**src/rtl/sram_arb_pkg.sv**
```systemverilog
// Shared constants and helpers for the two-port SRAM arbiter.
package sram_arb_pkg;

   localparam logic OWNER_A = 1'b0;
   localparam logic OWNER_B = 1'b1;

   function automatic int clog2(input int value);
      int w;
      w = 0;
      while ((1 << w) < value) w++;
      return w;
   endfunction

endpackage

```
**src/rtl/sram_tag_fifo.sv**
```systemverilog
// In-order owner-tag FIFO; head is valid combinationally while non-empty.
module sram_tag_fifo
   import sram_arb_pkg::*;
#(
   parameter int DEPTH = 4,
   parameter int WIDTH = 1
) (
   input  logic             clk,
   input  logic             reset,
   input  logic             push,
   input  logic [WIDTH-1:0] push_data,
   input  logic             pop,
   output logic [WIDTH-1:0] head,
   output logic             full,
   output logic             empty
);

   localparam int PW = clog2(DEPTH);

   logic [WIDTH-1:0] mem [DEPTH];
   logic [PW-1:0]    wr_ptr;
   logic [PW-1:0]    rd_ptr;
   logic [PW:0]      count;
   logic             do_push;
   logic             do_pop;

   assign full    = (count == (PW+1)'(DEPTH));
   assign empty   = (count == '0);
   assign head    = mem[rd_ptr];
   // A pop in the same cycle frees the slot, so a push into a full FIFO is legal then.
   assign do_pop  = pop && !empty;
   assign do_push = push && (!full || do_pop);

   always_ff @(posedge clk) begin
      if (do_push) mem[wr_ptr] <= push_data;
   end

   always_ff @(posedge clk) begin
      if (reset) begin
         wr_ptr <= '0;
         rd_ptr <= '0;
         count  <= '0;
      end else begin
         if (do_push) wr_ptr <= wr_ptr + 1'b1;
         if (do_pop)  rd_ptr <= rd_ptr + 1'b1;
         case ({do_push, do_pop})
            2'b10:   count <= count + 1'b1;
            2'b01:   count <= count - 1'b1;
            default: count <= count;
         endcase
      end
   end

endmodule

```
**src/rtl/sram_arbiter.sv**
```systemverilog
// Two-requester round-robin arbiter in front of one SRAM client port,
// with read beats routed back to their issuer through an owner-tag FIFO.
module sram_arbiter
   import sram_arb_pkg::*;
#(
   parameter int ADDR_WIDTH = 19,
   parameter int DATA_WIDTH = 8,
   parameter int TAG_DEPTH  = 4
) (
   input  logic                  clk,
   input  logic                  reset,
   input  logic                  a_req,
   output logic                  a_ack,
   input  logic [ADDR_WIDTH-1:0] a_addr,
   input  logic                  a_rh_wl,
   input  logic [DATA_WIDTH-1:0] a_data_w,
   output logic [DATA_WIDTH-1:0] a_data_r,
   output logic                  a_data_r_en,
   input  logic                  b_req,
   output logic                  b_ack,
   input  logic [ADDR_WIDTH-1:0] b_addr,
   input  logic                  b_rh_wl,
   input  logic [DATA_WIDTH-1:0] b_data_w,
   output logic [DATA_WIDTH-1:0] b_data_r,
   output logic                  b_data_r_en,
   output logic                  sram_req,
   input  logic                  sram_ack,
   output logic [ADDR_WIDTH-1:0] sram_addr,
   output logic                  sram_rh_wl,
   output logic [DATA_WIDTH-1:0] sram_data_w,
   input  logic [DATA_WIDTH-1:0] sram_data_r,
   input  logic                  sram_data_r_en,
   output logic                  err
);

   logic prio;
   logic win_b;
   logic a_elig;
   logic b_elig;
   logic read_room;
   logic xfer;
   logic pop;
   logic tag_head;
   logic tag_full;
   logic tag_empty;

   // A returning beat frees a tag slot in the same cycle.
   assign read_room = !tag_full || (sram_data_r_en && !tag_empty);
   assign a_elig    = !reset && a_req && (!a_rh_wl || read_room);
   assign b_elig    = !reset && b_req && (!b_rh_wl || read_room);
   assign win_b     = b_elig && (!a_elig || (prio == OWNER_B));

   assign sram_req    = a_elig || b_elig;
   assign sram_addr   = win_b ? b_addr   : a_addr;
   assign sram_rh_wl  = win_b ? b_rh_wl  : a_rh_wl;
   assign sram_data_w = win_b ? b_data_w : a_data_w;

   assign xfer  = sram_req && sram_ack;
   assign a_ack = xfer && !win_b;
   assign b_ack = xfer && win_b;

   assign pop         = sram_data_r_en && !tag_empty && !reset;
   assign a_data_r_en = pop && (tag_head == OWNER_A);
   assign b_data_r_en = pop && (tag_head == OWNER_B);
   assign a_data_r    = sram_data_r;
   assign b_data_r    = sram_data_r;

   sram_tag_fifo #(
      .DEPTH (TAG_DEPTH),
      .WIDTH (1)
   ) u_tag_fifo (
      .clk       (clk),
      .reset     (reset),
      .push      (xfer && sram_rh_wl),
      .push_data (win_b),
      .pop       (pop),
      .head      (tag_head),
      .full      (tag_full),
      .empty     (tag_empty)
   );

   always_ff @(posedge clk) begin
      if (reset) begin
         prio <= OWNER_A;
         err  <= 1'b0;
      end else begin
         if (xfer) prio <= win_b ? OWNER_A : OWNER_B;
         if (sram_data_r_en && tag_empty) err <= 1'b1;
      end
   end

endmodule

```
**config.mk**
```make
export PLATFORM = sky130hd
export DESIGN_NAME = sram_arbiter
export DESIGN_NICKNAME = d
export VERILOG_FILES = /design/src/rtl/sram_arb_pkg.sv /design/src/rtl/sram_tag_fifo.sv /design/src/rtl/sram_arbiter.sv
export SDC_FILE = /design/constraint.sdc
export NUM_CORES = 1
export LEC_CHECK = 0
export CAP_MARGIN = 5
export CORE_MARGIN = 2
export CORE_UTILIZATION = 29
export CTS_CLUSTER_DIAMETER = 120
export DETAILED_ROUTE_END_ITERATION = 16
export PLACE_DENSITY = 0.76
export SETUP_SLACK_MARGIN = 0.05
export SLEW_MARGIN = 15
export SYNTH_ARGS = -nofsm -noshare
export SYNTH_HDL_FRONTEND = slang
export SYNTH_HIERARCHICAL = 1
export SYNTH_SLANG_ARGS = --single-unit
```
**constraint.sdc**
```tcl
create_clock -name clk -period 2.7 [get_ports clk]
set_input_delay 0.405 -clock clk [delete_from_list [all_inputs] [get_ports clk]]
set_output_delay 0.405 -clock clk [all_outputs]
set_load 0.02 [all_outputs]
```
==> out/metrics.yaml, run 1 <==
multiInputGateArea_um2: 893.4
grt_pass1_vias: 1294
grt_pass1_wl_mm: 5.809
ys_async_sr_fraction_pct: 0
finalCritPeriodShare_pct: 95.62
fin_worst_skew_ns: 0.005883
holdWs_ns: 0.5107
htree_levels: 1
drt_iter0_drc: 82
max_slew_margin_pct: 78.26
final-seq-area_um2: 340.3
core_um2: 4755
netlist_instances: 146
p_int_mw: 0.5169
fin_area_um2: 2471
die_w_um: 74.44
cp-start-kind: "input port"
grt_max_degree: 13
finalSetupViolations: 0
postCtsHoldBufs: 0
die_y_um: 74.44
via_count: 1392
drv_slew: 0
cts_tree: "yes"
clock-root-buffer: "clkbuf_8"
grt_util_all_layers_pct: 13.41
finalHoldViolCount: 0
critical_path_class: "input port to output port"
synth-seq-cells: 15
yosys-top-cells-area: "dfxtp_1, mux2_2, buf_4"
crit_fanout: 10
area_delta_synth_final_pct: 71.74
max_slew.worst_pin.slew_ns: 0.3252
rsz0062_at_grt: "true"
maxCapViolCount: 0
min_from: "err$_SDFFE_PP0P_"
synth-seq-area-share_pct: 23.65
synth-main-ff-cell: "dfxtp_1"
dr.pass1.iters: 4
gp_congestion: 0.7667
min_period_ns: 2.582
cts.sinks: 15
cts.reportedPaths.clkPinSlew_ns: 0.06
yosysMostFrequentCell: "mux2_2"
clk_path_buf_depth: 2
drc: 0
numCtsBuffers: 3
final_nets: 323
yosysWarningCount: 6
r2r_start: "u_tag_fifo/count[0]$_SDFFE_PP0P_"
leakage_nw: 1.084
power.share.clock_pct: 25.7
avgSynthCellArea_um2: 9.855
wl_per_cell_um: 13.14
ys_top_cells_by_count: "mux2_2, buf_4, nor2_1"
combPwrFrac_pct: 41.7
syn_nets: 221
clk-insertion-delay-late_ns: 0.25
drive_above_1_share_pct: 37.25
gr-total-overflow: 0
hp-class: "flop to flop"
rows: 25
seqPwrFrac_pct: 32.6
hpwl_mm: 3.337
start_util_pct: 30.26
setup.worst_path.end_class: "output port"
vdd_drop_max_v: 0.0001525
max_freq_ghz: 0.3874
antenna_found_initial: 0
fin_util_pct: 51.97
vias_per_cell: 4.433
port_buffers: 95
startpoint: "a_rh_wl"
synth_area_leader_cell: "dfxtp_1"
crit_arrival_ns: 2.18
synth_edf_count: 4
fin_ws_ns: 0.1184
power_density_nw_per_um2: 295.6
power_switching_share_pct: 29.22
wirelength_mm: 4.126
fillers: 456
crit_required_ns: 2.30
outcome: "completed"
netlist.area_leader.share_pct: 15.30
top_level_ports: 120
dieArea_um2: 5541
tns_ns: 0
dp_slack_ns: -0.2534
p_sw_mw: 0.2134
synthesis.area_um2: 1439
ant_nets: 0
n_antenna_cell: 0
synth.distinct_cells: 43
dpl_cell_area_um2: 2454
[final timing paths]
| kind | slack [ns] | end | cells past startpoint |
|---|---|---|---|
| min | 0.51 | err$_SDFFE_PP0P_ | 2 |
| max reg2reg | 0.19 | u_tag_fifo/count[2]$_SDFFE_PP0P_ | 11 |
| max | 0.12 | sram_addr[1] | 7 |
| min reg2reg | 0.51 | err$_SDFFE_PP0P_ | 2 |
[worst max-delay path: stages]
cell,delay (ns)
clkdlybuf4s50_1,0.46
a31o_1,0.23
o21ai_4,0.20
buf_12,0.13
buf_16,0.13
mux2_2,0.33
clkdlybuf4s15_1,0.28
[placed cells by master, fill, tap and decap left out, types with 2 or more instances in the layout]
| master | count |
|---|---|
| edfxtp_1 | 4 |
| inv_1 | 9 |
| ha_1 | 4 |
| mux2_4 | 8 |
| buf_4 | 22 |
| a31oi_1 | 3 |
| clkbuf_2 | 24 |
| dfxtp_1 | 11 |
| nand2b_4 | 2 |
| xnor2_1 | 2 |
| xor2_1 | 3 |
| dlygate4sd2_1 | 4 |
| clkdlybuf4s50_1 | 62 |
| mux2_2 | 19 |
| dlymetal6s2s_1 | 2 |
| clkbuf_8 | 3 |
| o21ai_0 | 2 |
| o31a_1 | 2 |
| buf_12 | 2 |
| nand3_1 | 3 |
| nor2_1 | 13 |
| a21oi_1 | 4 |
| nand2b_1 | 3 |
| nand2_1 | 3 |
| and2_1 | 5 |
[what timing repair did]
action	CTS	global route
buffers inserted	3	1
endpoints found under the setup margin	29	31
gates cloned	1	0
resized for setup	52	40
pin swaps	1	1
hold endpoints to repair	0	0
[power groups by stage]
stage / clock, mW / combinational, mW / sequential, mW
6_report: 0.188 / 0.304 / 0.238
2_1_floorplan: 0 / 0.173 / 0.244
3_3_place_gp: 0 / 0.320 / 0.243
4_1_cts: 0.194 / 0.316 / 0.238
5_1_grt: 0.206 / 0.325 / 0.238
3_5_place_dp: 0 / 0.324 / 0.243
[layer usage]
| metal | routed length (µm) | up-vias | GRT usage [%] | part of all wire, % |
|---|---|---|---|---|
| li1 | - | 697 | - | - |
| met1 | 1710 | 644 | 17.31 | 41 |
| met2 | 2060 | 48 | 22.03 | 50 |
| met3 | 344 | 3 | 4.743 | 8.3 |
| met4 | 10 | 0 | 2.183 | 0.24 |
| met5 | 0 | - | 0 | 0 |
[metrics by stage]
| stage | total power [mW] | std cells |
|---|---|---|
| 6_report | 0.7303 | 314 |
| 2_1_floorplan | 0.4169 | 146 |
| 5_1_grt | 0.7694 | 314 |
| 4_1_cts | 0.7474 | 313 |
| 3_5_place_dp | 0.5674 | 305 |
| 3_3_place_gp | 0.5632 | 305 |
[logic make-up after synthesis]
kind of cell | Yosys count | synth area share, %
AO/OA/AOI/OAI | 21 | 11.57
multiplexers | 30 | 26.26
flip-flops | 15 | 23.65
adder cells (fa/ha/maj) | 5 | 4.870
AND/OR/NAND/NOR | 37 | 14.70
XOR/XNOR | 5 | 3.044
buffers and inverters | 33 | 15.91
[area by class of cell]
| cell class | instances | area share [%] |
|---|---|---|
| Clock buffer | 3 | 1.671 |
| Inverter | 9 | 1.367 |
| Sequential cell | 15 | 13.77 |
| Tap cell | 67 | 3.392 |
| Multi-Input combinational cell | 98 | 36.15 |
| Clock inverter | 1 | 0.3038 |
| Timing Repair Buffer | 121 | 43.34 |
Note: power is estimated with default switching activity, not from simulation.
==> inputs of run 2 (changes only) <==
SLEW_MARGIN = 20   (was 15)
==> results of run 2 <==
Same layout as run 1: the final DEF is identical, and so are final timing and power.
==> inputs of run 3 (changes only) <==
clock period = 2.3 ns   (was 2.7 ns; I/O delays follow)
==> out/metrics.yaml, run 3 (synthesis gave the netlist of run 1 again) <==
layout_commonest_cell: "clkdlybuf4s50_1"
drv_slew: 0  # unchanged
tns_ns: -2.925  # -2.925 ns
wirelength_mm: 5.337  # +29%
drive_above_1_share_pct: 51.85  # +15 points
crit_required_ns: 1.96  # -0.34 ns
finalHoldViolCount: 0  # unchanged
top_level_ports: 120  # unchanged
gr-total-overflow: 0  # unchanged
die_y_um: 74.44  # unchanged
start_util_pct: 30.26  # unchanged
r2r_start: "u_tag_fifo/count[1]$_SDFFE_PP0P_"
grt_pass1_vias: 1463  # +13%
port_buffers: 95  # unchanged
cts.reportedPaths.clkPinSlew_ns: 0.06  # about the same
min_from: "err$_SDFFE_PP0P_"
finalCritPeriodShare_pct: 106.6
max_slew_margin_pct: 77.98  # -0.28 points
finalSetupViolations: 29  # +29
fin_worst_skew_ns: 0.002662  # -0.003220 ns
gp_congestion: 0.7943  # +3.6%
fin_ws_ns: -0.1515  # -0.2699 ns
min_to: "err$_SDFFE_PP0P_"
numCtsBuffers: 3  # unchanged
vias_per_cell: 4.525  # +2.1%
crit_arrival_ns: 2.11  # -0.07 ns
final_nets: 346  # +7.1%
critical_path_class: "flop to output port"
final_cell_mix: "clkdlybuf4s50_1, buf_4, buf_6, mux2_4, mux2_2"
rows: 25  # unchanged
multiInputGateArea_um2: 1017  # +14%
cts.sinks: 15  # unchanged
ant_nets: 0  # unchanged
max_slew.worst_pin.slew_ns: 0.3287  # +0.003507 ns
maxCapViolCount: 0  # unchanged
grt_pass1_wl_mm: 7.086  # +22%
core_um2: 4755  # unchanged
grt_util_all_layers_pct: 16.62  # +3.2 points
cts_tree: "yes"
power_density_nw_per_um2: 322.4  # +9.1%
via_count: 1525  # +9.6%
outcome: "complete, but fails checks"
max_freq_ghz: 0.4079
dieArea_um2: 5541  # unchanged
reg2reg_to: "u_tag_fifo/count[2]$_SDFFE_PP0P_"
violations: "setup timing"
n_antenna_cell: 0  # unchanged
hp-class: "flop to flop"
grt_max_degree: 15  # +2
clk_path_buf_depth: 2  # unchanged
rsz0062_at_grt: "true"
drc: 0  # unchanged
min_period_ns: 2.452
antenna_found_initial: 0  # unchanged
min_delay_path_depth: 2  # unchanged
dr.pass1.iters: 4  # unchanged
final-seq-area_um2: 350.3  # +2.9%
die_w_um: 74.44  # unchanged
area_delta_synth_final_pct: 104.6
wl_per_cell_um: 15.84  # +21%
clock-root-buffer: "clkbuf_8"
r2r_cells: 11  # unchanged
hpwl_mm: 3.484  # +4.4%
setup.worst_path.end_class: "output port"
fillers: 382  # -16%
cp-start-kind: "flop"
holdWs_ns: 0.4823  # -0.02833 ns
clk-insertion-delay-late_ns: 0.25  # about the same
regToRegSetupSlack_ns: -0.06  # -0.25 ns
htree_levels: 1  # unchanged
leakage_nw: 1.306  # +20%
vdd_drop_max_v: 0.0002358  # +55%
drt_iter0_drc: 56  # -32%
crit_fanout: 6  # -4
[run 3: metal layers]
metal	wire length [µm]	GRT usage [%]	up-vias	share of wire, %
met5	0	0	-	0
li1	-	-	746	-
met1	2043	20.63	719	38
met2	2915	30.58	52	55
met3	302	3.930	8	5.7
met4	76	0.9921	0	1.4
[run 3: timing repair]
| item | CTS | global route |
|---|---|---|
| gates resized for setup | 173 | 51 |
| pin swaps | 9 | 10 |
| gates cloned | 2 | 1 |
| setup buffers | 13 | 5 |
| setup endpoints to repair | 36 | 35 |
| hold buffers | 0 | 0 |
[run 3: metrics by stage]
| step | total power [mW] | setup slack (ns) | cells | cell area (µm²) | util [%] |
|---|---|---|---|---|---|
| global placement | 0.6668 | -0.4999 | 313 | 2554 | 53.71 |
| finish | 0.9491 | -0.1515 | 337 | 2944 | 61.92 |
| floorplan | 0.4912 | -0.1445 | 146 | 1486 | - |
| detailed placement | 0.6710 | -0.5054 | 313 | 2554 | 53.71 |
| global route | 0.9914 | -0.2135 | 337 | 2944 | 61.92 |
| CTS | 0.9136 | -0.1119 | 332 | 2778 | 58.42 |
[run 3: worst max path at each step]
| stage | to | slack (ns) | from |
|---|---|---|---|
| final | sram_data_w[5] | -0.15 | u_tag_fifo/count[0]$_SDFFE_PP0P_ |
| after global routing | sram_data_w[5] | -0.21 | u_tag_fifo/count[0]$_SDFFE_PP0P_ |
| after CTS | sram_addr[9] | -0.11 | u_tag_fifo/count[2]$_SDFFE_PP0P_ |
| after detailed placement | sram_addr[1] | -0.51 | sram_data_r_en |
| after global placement | sram_addr[1] | -0.50 | sram_data_r_en |
| after floorplan | u_tag_fifo/count[2]$_SDFFE_PP0P_ | -0.14 | u_tag_fifo/count[0]$_SDFFE_PP0P_ |
[run 3: where the power goes]
part / total [mW] / switching (mW) / internal [mW]
clock: 0.218 / 0.0966 / 0.122
sequential: 0.277 / 0.00385 / 0.273
combinational: 0.454 / 0.178 / 0.276
total: 0.949 / 0.278 / 0.671
[run 3: critical path, stage by stage, from the launching register on]
cell,delay (ns)
dfxtp_2,0.34
buf_6,0.12
nor3_4,0.31
a31o_1,0.25
o21ai_4,0.10
buf_6,0.15
clkbuf_16,0.15
mux2_4,0.30
buf_6,0.13
[run 3: cell type report]
| type | count | share of cell area [%] |
|---|---|---|
| timing repair buffer | 144 | 47.81 |
| clock buffer | 3 | 1.402 |
| tap | 67 | 2.847 |
| sequential | 15 | 11.90 |
| inverter | 9 | 1.232 |
| multi-input combinational | 98 | 34.55 |
| clock inverter | 1 | 0.2550 |
